[config.mk]
export PLATFORM = sky130hd
export DESIGN_NAME = packed_accumulator
export DESIGN_NICKNAME = d
export VERILOG_FILES = /design/src/rtl/packed_accumulator.sv
export SDC_FILE = /design/constraint.sdc
export NUM_CORES = 1
export LEC_CHECK = 0
export BUFFER_PORTS_ARGS = -buffer_cell sky130_fd_sc_hd__buf_2
export CAP_MARGIN = 20
export CORE_ASPECT_RATIO = 0.8
export CORE_MARGIN = 1.5
export CORE_UTILIZATION = 30
export CTS_CLUSTER_SIZE = 12
export DETAILED_ROUTE_END_ITERATION = 7
export REMOVE_ABC_BUFFERS = 1
export SETUP_SLACK_MARGIN = 0.1
export SYNTH_ARGS = -nofsm -noshare
export SYNTH_HDL_FRONTEND = slang
export SYNTH_SLANG_ARGS = --single-unit
[constraint.sdc]
create_clock -name clk -period 8.2 [get_ports clk]
set_input_delay 0.41 -clock clk [delete_from_list [all_inputs] [get_ports clk]]
set_output_delay 0.41 -clock clk [all_outputs]
set_load 0.1 [all_outputs]
[src/rtl/packed_accumulator.sv]
// Lane-wise accumulator for packed SIMD adder results.
// Modes 1x32/2x16/4x8, optional signed saturation, sticky overflow.
module packed_accumulator #(
  parameter int CNT_W = 8
) (
  input  logic             clk,
  input  logic             rst,
  input  logic             PA_START_i,
  input  logic [1:0]       PA_OP_i,
  input  logic             PA_SAT_i,
  input  logic             PA_VALID_i,
  input  logic [31:0]      PA_DATA_i,
  input  logic             PA_LAST_i,
  output logic             PA_READY_o,
  output logic             PA_OUT_VALID_o,
  input  logic             PA_OUT_READY_i,
  output logic [31:0]      PA_ACC_o,
  output logic [3:0]       PA_OVF_o,
  output logic [CNT_W-1:0] PA_COUNT_o
);

  typedef enum logic [1:0] {
    IDLE  = 2'b00,
    ACCUM = 2'b01,
    HOLD  = 2'b10
  } state_t;

  localparam logic [1:0] MODE_16 = 2'b00;
  localparam logic [1:0] MODE_8  = 2'b01;
  localparam logic [1:0] MODE_32 = 2'b10;

  state_t           state_q, state_d;
  logic [31:0]      acc_q, acc_d;
  logic [3:0]       ovf_q, ovf_d;
  logic [CNT_W-1:0] cnt_q, cnt_d;
  logic [1:0]       mode_q, mode_d;
  logic             sat_q, sat_d;

  logic [31:0] s32, r32, r16, r8;
  logic        o32;
  logic [1:0]  o16;
  logic [3:0]  o8;
  logic [31:0] nacc;
  logic [3:0]  novf;

  assign s32 = acc_q + PA_DATA_i;
  assign o32 = (acc_q[31] == PA_DATA_i[31]) && (s32[31] != acc_q[31]);
  assign r32 = (sat_q && o32) ?
               (acc_q[31] ? 32'h8000_0000 : 32'h7FFF_FFFF) : s32;

  // Each lane adds in its own width so no carry crosses a boundary.
  for (genvar i = 0; i < 2; i++) begin : g_l16
    logic [15:0] a, d, s;
    assign a = acc_q[16*i +: 16];
    assign d = PA_DATA_i[16*i +: 16];
    assign s = a + d;
    assign o16[i] = (a[15] == d[15]) && (s[15] != a[15]);
    assign r16[16*i +: 16] = (sat_q && o16[i]) ?
                             (a[15] ? 16'h8000 : 16'h7FFF) : s;
  end

  for (genvar i = 0; i < 4; i++) begin : g_l8
    logic [7:0] a, d, s;
    assign a = acc_q[8*i +: 8];
    assign d = PA_DATA_i[8*i +: 8];
    assign s = a + d;
    assign o8[i] = (a[7] == d[7]) && (s[7] != a[7]);
    assign r8[8*i +: 8] = (sat_q && o8[i]) ?
                          (a[7] ? 8'h80 : 8'h7F) : s;
  end

  always_comb begin
    nacc = r32;
    novf = {3'b000, o32};
    unique case (1'b1)
      (mode_q == MODE_16): begin
        nacc = r16;
        novf = {2'b00, o16};
      end
      (mode_q == MODE_8): begin
        nacc = r8;
        novf = o8;
      end
      default: begin
        nacc = r32;
        novf = {3'b000, o32};
      end
    endcase
  end

  always_comb begin
    state_d = state_q;
    acc_d   = acc_q;
    ovf_d   = ovf_q;
    cnt_d   = cnt_q;
    mode_d  = mode_q;
    sat_d   = sat_q;
    unique case (state_q)
      IDLE: begin
        if (PA_START_i) begin
          state_d = ACCUM;
          acc_d   = '0;
          ovf_d   = '0;
          cnt_d   = '0;
          mode_d  = PA_OP_i[1] ? MODE_32 : PA_OP_i;
          sat_d   = PA_SAT_i;
        end
      end
      ACCUM: begin
        if (PA_VALID_i) begin
          acc_d = nacc;
          ovf_d = ovf_q | novf;
          if (cnt_q != {CNT_W{1'b1}})
            cnt_d = cnt_q + CNT_W'(1);
          if (PA_LAST_i)
            state_d = HOLD;
        end
      end
      HOLD: begin
        if (PA_OUT_READY_i)
          state_d = IDLE;
      end
      default: state_d = IDLE;
    endcase
  end

  always_ff @(posedge clk or posedge rst) begin
    if (rst) begin
      state_q <= IDLE;
      acc_q   <= '0;
      ovf_q   <= '0;
      cnt_q   <= '0;
      mode_q  <= MODE_32;
      sat_q   <= 1'b0;
    end else begin
      state_q <= state_d;
      acc_q   <= acc_d;
      ovf_q   <= ovf_d;
      cnt_q   <= cnt_d;
      mode_q  <= mode_d;
      sat_q   <= sat_d;
    end
  end

  assign PA_READY_o     = (state_q == ACCUM);
  assign PA_OUT_VALID_o = (state_q == HOLD);
  assign PA_ACC_o       = acc_q;
  assign PA_OVF_o       = ovf_q;
  assign PA_COUNT_o     = cnt_q;

endmodule

== Word-level counts from Yosys, hierarchy flattened ==
Index checks and enable logic that the tools add are counted.
Operators by class
  bitwise logic cells: 1
  reductions and logical operators: 21
  shifts and indexed selects: 0
  multipliers: 0
  divide/modulo/power cells: 0
  $add $sub $neg: 8
  mux-type cells: 32
  equal/unequal tests: 20
  $lt $le $gt $ge: 0
Operators with widths (count)
  32-bit two-way mux: 4
  32-bit one-hot mux with 2 select lines: 2
  8-bit two-way mux: 11
  16-bit two-way mux: 4
  16-bit adder: 2
  32-bit adder: 1
  8-bit adder: 4
  4-bit one-hot mux with 2 select lines: 2
  8-bit one-hot mux with 2 select lines: 1
  1-bit logical AND: 14
  2-bit two-way mux: 5
  8-bit by 1-bit adder with 8-bit output (second input constant): 1
  4-bit two-way mux: 2
  8-bit inequality test (second input constant): 1
  4-bit AND reduction: 2
  1-bit inequality test: 7
  2-bit inequality test (second input constant): 3
  2-bit one-hot mux with 3 select lines: 1
  1-bit equality test: 4
  2-bit by 1-bit equality test with 1-bit output (second input constant): 2
  2-bit zero test: 2
  2-bit by 1-bit inequality test with 1-bit output (second input constant): 2
  4-bit OR: 1
  3-bit AND reduction: 1
  3 further kinds: 3
Storage, ports and cells
  logic and storage cells: 88
  bits in latches: 0
  bits of input ports: 41
  memories: 0
  output and inout bits: 46
  memory bits (read-only): 0
  memory bits (writable): 0
  flip-flop bits (word level): 49

== Longest topological paths before layout ==
  depth after elaboration: 8
  mapped depth: 12
  gate-level depth less buffers: 11

== Worst setup path before layout ==
OpenSTA, ideal clock, no wires.
  path kind: reg2reg
  from: reg acc_q[1] (netlist: PA_ACC_o[1])
  to: reg acc_q[3] (netlist: PA_ACC_o[3])
  setup time: 0.126 ns
  required time: 8.074 ns
  period minus slack after synthesis: 3.446 ns
  arrival time: 3.320 ns
  stages on the path, launching flop included: 10
  setup slack: 4.754 ns
  path buffers: 0
  cells stage by stage: dfrtp_1 > ha_1 > a211oi_2 > o21bai_1 > a2111oi_4 > o21ai_2 > o41ai_2 > nand2b_1 > nor2_1 > a221o_1
On the way
  cells in the longest elaborated chain, start to end: 8
  elaborated cells on any way between the ends: 18
  classes of those cells: add/sub: 3; eq/ne: 3; mux: 6; reduce/logical: 6
Ends and longest elaborated chain
  start, declared: RTL line 33  | logic [31:0] acc_q, acc_d;
  start signal, assigned: RTL line 130  | acc_q <= '0;
  start signal, assigned: RTL line 137  | acc_q <= acc_d;
  32-bit adder, or another cell as far along: RTL line 46  | assign s32 = acc_q + PA_DATA_i;
  1-bit inequality test (on tied branches): RTL line 47, 57, 67
  1-bit logical AND (on tied branches): RTL line 47, 57, 67
  1-bit logical AND (on tied branches): RTL line 48, 58, 68
  32-bit two-way mux, or another cell as far along: RTL line 48  | assign r32 = (sat_q && o32) ?
  32-bit one-hot mux with 2 select lines *: RTL line 75  | unique case (1'b1)
  32-bit two-way mux *: RTL line 110  | if (PA_VALID_i) begin
  32-bit one-hot mux with 2 select lines *: RTL line 98  | unique case (state_q)
Every way passes the cells marked *; elsewhere a longest branch is shown, timed or not. The select of a mux whose other input is x is not followed.
A chain may end at the register's enable or synchronous reset.

== Final worst setup path ==
  from: reg acc_q[15] (netlist: PA_ACC_o[15])
  to: reg acc_q[12] (netlist: PA_ACC_o[12])
Same word-level chain as after synthesis.

==> impl_metrics.env <==
export IMPL_drive_gt1_share_pct=17.4
export IMPL_gr_total_overflow=0
export IMPL_setup_tns_ns=0
export IMPL_final_period_utilization_pct=45.1
export IMPL_critPathLaunchType="register"
export IMPL_synth_cells=758
export IMPL_synthFlopType="dfrtp_1"
export IMPL_num_vias=6065
export IMPL_numCtsBuffers=5
export IMPL_r2r_start="PA_ACC_o[15]"
export IMPL_cts_tree="yes"
export IMPL_holdCritPathClass="input pin to async pin"
export IMPL_drc_errors=0
export IMPL_hold_violations=0
export IMPL_reg2reg_to="PA_ACC_o[12]"
export IMPL_wire_per_inst_microns=18.6
export IMPL_io_buffers=86
export IMPL_synth_async_reset_ratio_pct=100
export IMPL_vdd_drop_max_mv=0.202
export IMPL_ios=87
export IMPL_area_growth_pct=12.4
export IMPL_placed_cells=1069
export IMPL_via_per_inst=5.63
export IMPL_clock_sinks=49
export IMPL_grt_max_degree=50
export IMPL_die_area_sq_um=20100
export IMPL_start_util_pct=30.5
export IMPL_cp_arrival_ns=3.91
export IMPL_yosys_warnings=0
export IMPL_grt_pass1_wl_microns=32100
export IMPL_crit_type="register to register"
export IMPL_worst_pin_slew_ns=1.02
export IMPL_setup_viol=0
export IMPL_core_sq_um=18900
export IMPL_grt_pass1_vias=5805
export IMPL_drv_cap=0
export IMPL_clock_path_buffers=2
export IMPL_r2r_cells=10
export IMPL_cts_root_buf="clkbuf_16"
export IMPL_rows=45
export IMPL_wirelength_microns=20000
export IMPL_rsz0062_at_grt="false"
export IMPL_cts_hold_buf=0
export IMPL_synth_area_sq_um=5770
export IMPL_critPathRequiredTime_ns=8.41
export IMPL_power_density_nw_per_um2=475
export IMPL_worst_setup_path_end_kind="register"
export IMPL_worst_r2r_setup_slack_ns=4.50
export IMPL_finalClockSkew_ns=0.00792
export IMPL_antennaDiodeCount=0
export IMPL_grtUsageTotal_pct=20.4
export IMPL_fmax_ghz=0.270
export IMPL_path_clk_slew_ns=0.08
export IMPL_relSlewSlack_pct=30.8
export IMPL_p_leak_nw=2.87
export IMPL_syn_area_per_cell_sq_um=7.62
export IMPL_clk_latency_ns=0.31
export IMPL_antenna_found_initial=0
export IMPL_hpwl_microns=15000
export IMPL_ant_nets=0
export IMPL_seq_area_frac_synth_pct=21.3
export IMPL_dr_pass1_iters=6
export IMPL_period_minus_slack_ns=3.70
export IMPL_cts_resized=0
export IMPL_layout_nets=897
export IMPL_die_w_microns=158
export IMPL_status="complete, no violations"
export IMPL_crit_fanout=24
export IMPL_gp_congestion=0.921
export IMPL_first_iter_violations=596
export IMPL_htreeDepth=2
export IMPL_synth_seq_cells=49
export IMPL_drv_slew=0
export IMPL_synth_edf_count=0
export IMPL_synth_distinct_cells=82
export IMPL_dieHeight_microns=127
export IMPL_fin_cells=1078
export IMPL_cts_setup_buffers=0
## how the worst max path moves through the flow
stage / depth (start not counted) / start / to / slack [ns]
6_report: 10 / PA_ACC_o[15] / PA_ACC_o[12] / 4.50
5_1_grt: 10 / PA_ACC_o[15] / PA_ACC_o[14] / 4.25
4_1_cts: 10 / PA_ACC_o[15] / PA_ACC_o[12] / 4.58
3_5_place_dp: 11 / PA_DATA_i[10] / PA_ACC_o[12] / 4.54
3_3_place_gp: 11 / PA_DATA_i[18] / PA_ACC_o[10] / 4.58
2_1_floorplan: 9 / PA_ACC_o[1] / PA_ACC_o[10] / 3.81
## area by class of cell
type	instances	area, sq um
Sequential cell	49	1230
Inverter	24	90.1
Clock inverter	3	21.3
Tap cell	258	323
Fill cell	2068	12400
Timing Repair Buffer	92	475
Clock buffer	5	125
Multi-Input combinational cell	647	4230
## stage by stage
step	worst slack, ns	power [mW]	utilization, %	hold WS, ns	instance area, sq um
final	4.50	3.08	34.3	0.288	6490
after global placement	4.58	2.79	33.5	0.476	6340
after global routing	4.25	3.30	34.3	0.339	6490
after detailed placement	4.54	2.81	33.5	0.485	6340
after floorplan	3.81	2.26	-	0.515	5530
after CTS	4.58	3.05	34.3	0.314	6480
## placed cells by master (no fill, tap or decap), types with 22 or more instances in the layout
cell type,instances
a21oi_1,80
buf_2,86
dfrtp_1,48
ha_1,33
inv_1,22
nand2_1,101
nor2_1,45
o21ai_0,74
xnor2_1,30
xor2_1,24
## cells by family (layout without fill, tap and decap cells)
logic type | Yosys count | count (layout) | share of synthesized area, %
compound gates | 304 | 304 | 34.3
simple gates | 243 | 243 | 20.4
buf+inv | 62 | 124 | 5.76
xor+xnor | 54 | 54 | 8.19
flops | 49 | 49 | 21.3
fa+ha+maj | 37 | 37 | 8.54
mux | 9 | 9 | 1.63
## state kept, by name, summed over array words and instances, names as in the netlist
name        cells
state_q         2
sat_q           1
PA_ACC_o       32
PA_COUNT_o      8
mode_q          2
PA_OVF_o        4
## worst max-delay path, cell delays in order (launching register included)
cell     delay (ns)
dfrtp_1        0.61
ha_1           0.52
inv_1          0.19
nor3_1         0.33
nand4_1        0.20
nor4_2         0.21
nor3_2         0.07
buf_4          0.19
mux2i_4        0.82
a21oi_1        0.19
o41ai_2        0.25
## cell usage after synthesis, types with 17 or more instances
master / count / area share [%]
dfrtp_1: 48 / 21
xor2_1: 24 / 3.6
o21ai_1: 20 / 1.7
inv_1: 23 / 1.5
xnor2_1: 30 / 4.6
nand2_1: 101 / 6.6
o21ai_0: 74 / 6.4
ha_1: 33 / 7.2
a21oi_1: 80 / 6.9
nand3_1: 20 / 1.7
nor2_1: 46 / 3.0
clkbuf_1: 17 / 1.1
## per-layer routing
| layer | up-vias | routed length (microns) | track usage, % |
|---|---|---|---|
| met5 | - | 0 | 0 |
| met3 | 21 | 1570 | 4.07 |
| li1 | 2931 | - | - |
| met1 | 2879 | 10100 | 31.1 |
| met4 | 0 | 340 | 5.17 |
| met2 | 234 | 8020 | 28.7 |
## power by group
group          switching [mW]  internal [mW]  leakage (nW)
Sequential              0.121          0.330         0.637
Clock                   0.114          0.114        0.0702
Combinational            1.70          0.700          2.16
No activity file was read; power rests on OpenSTA's default activity.
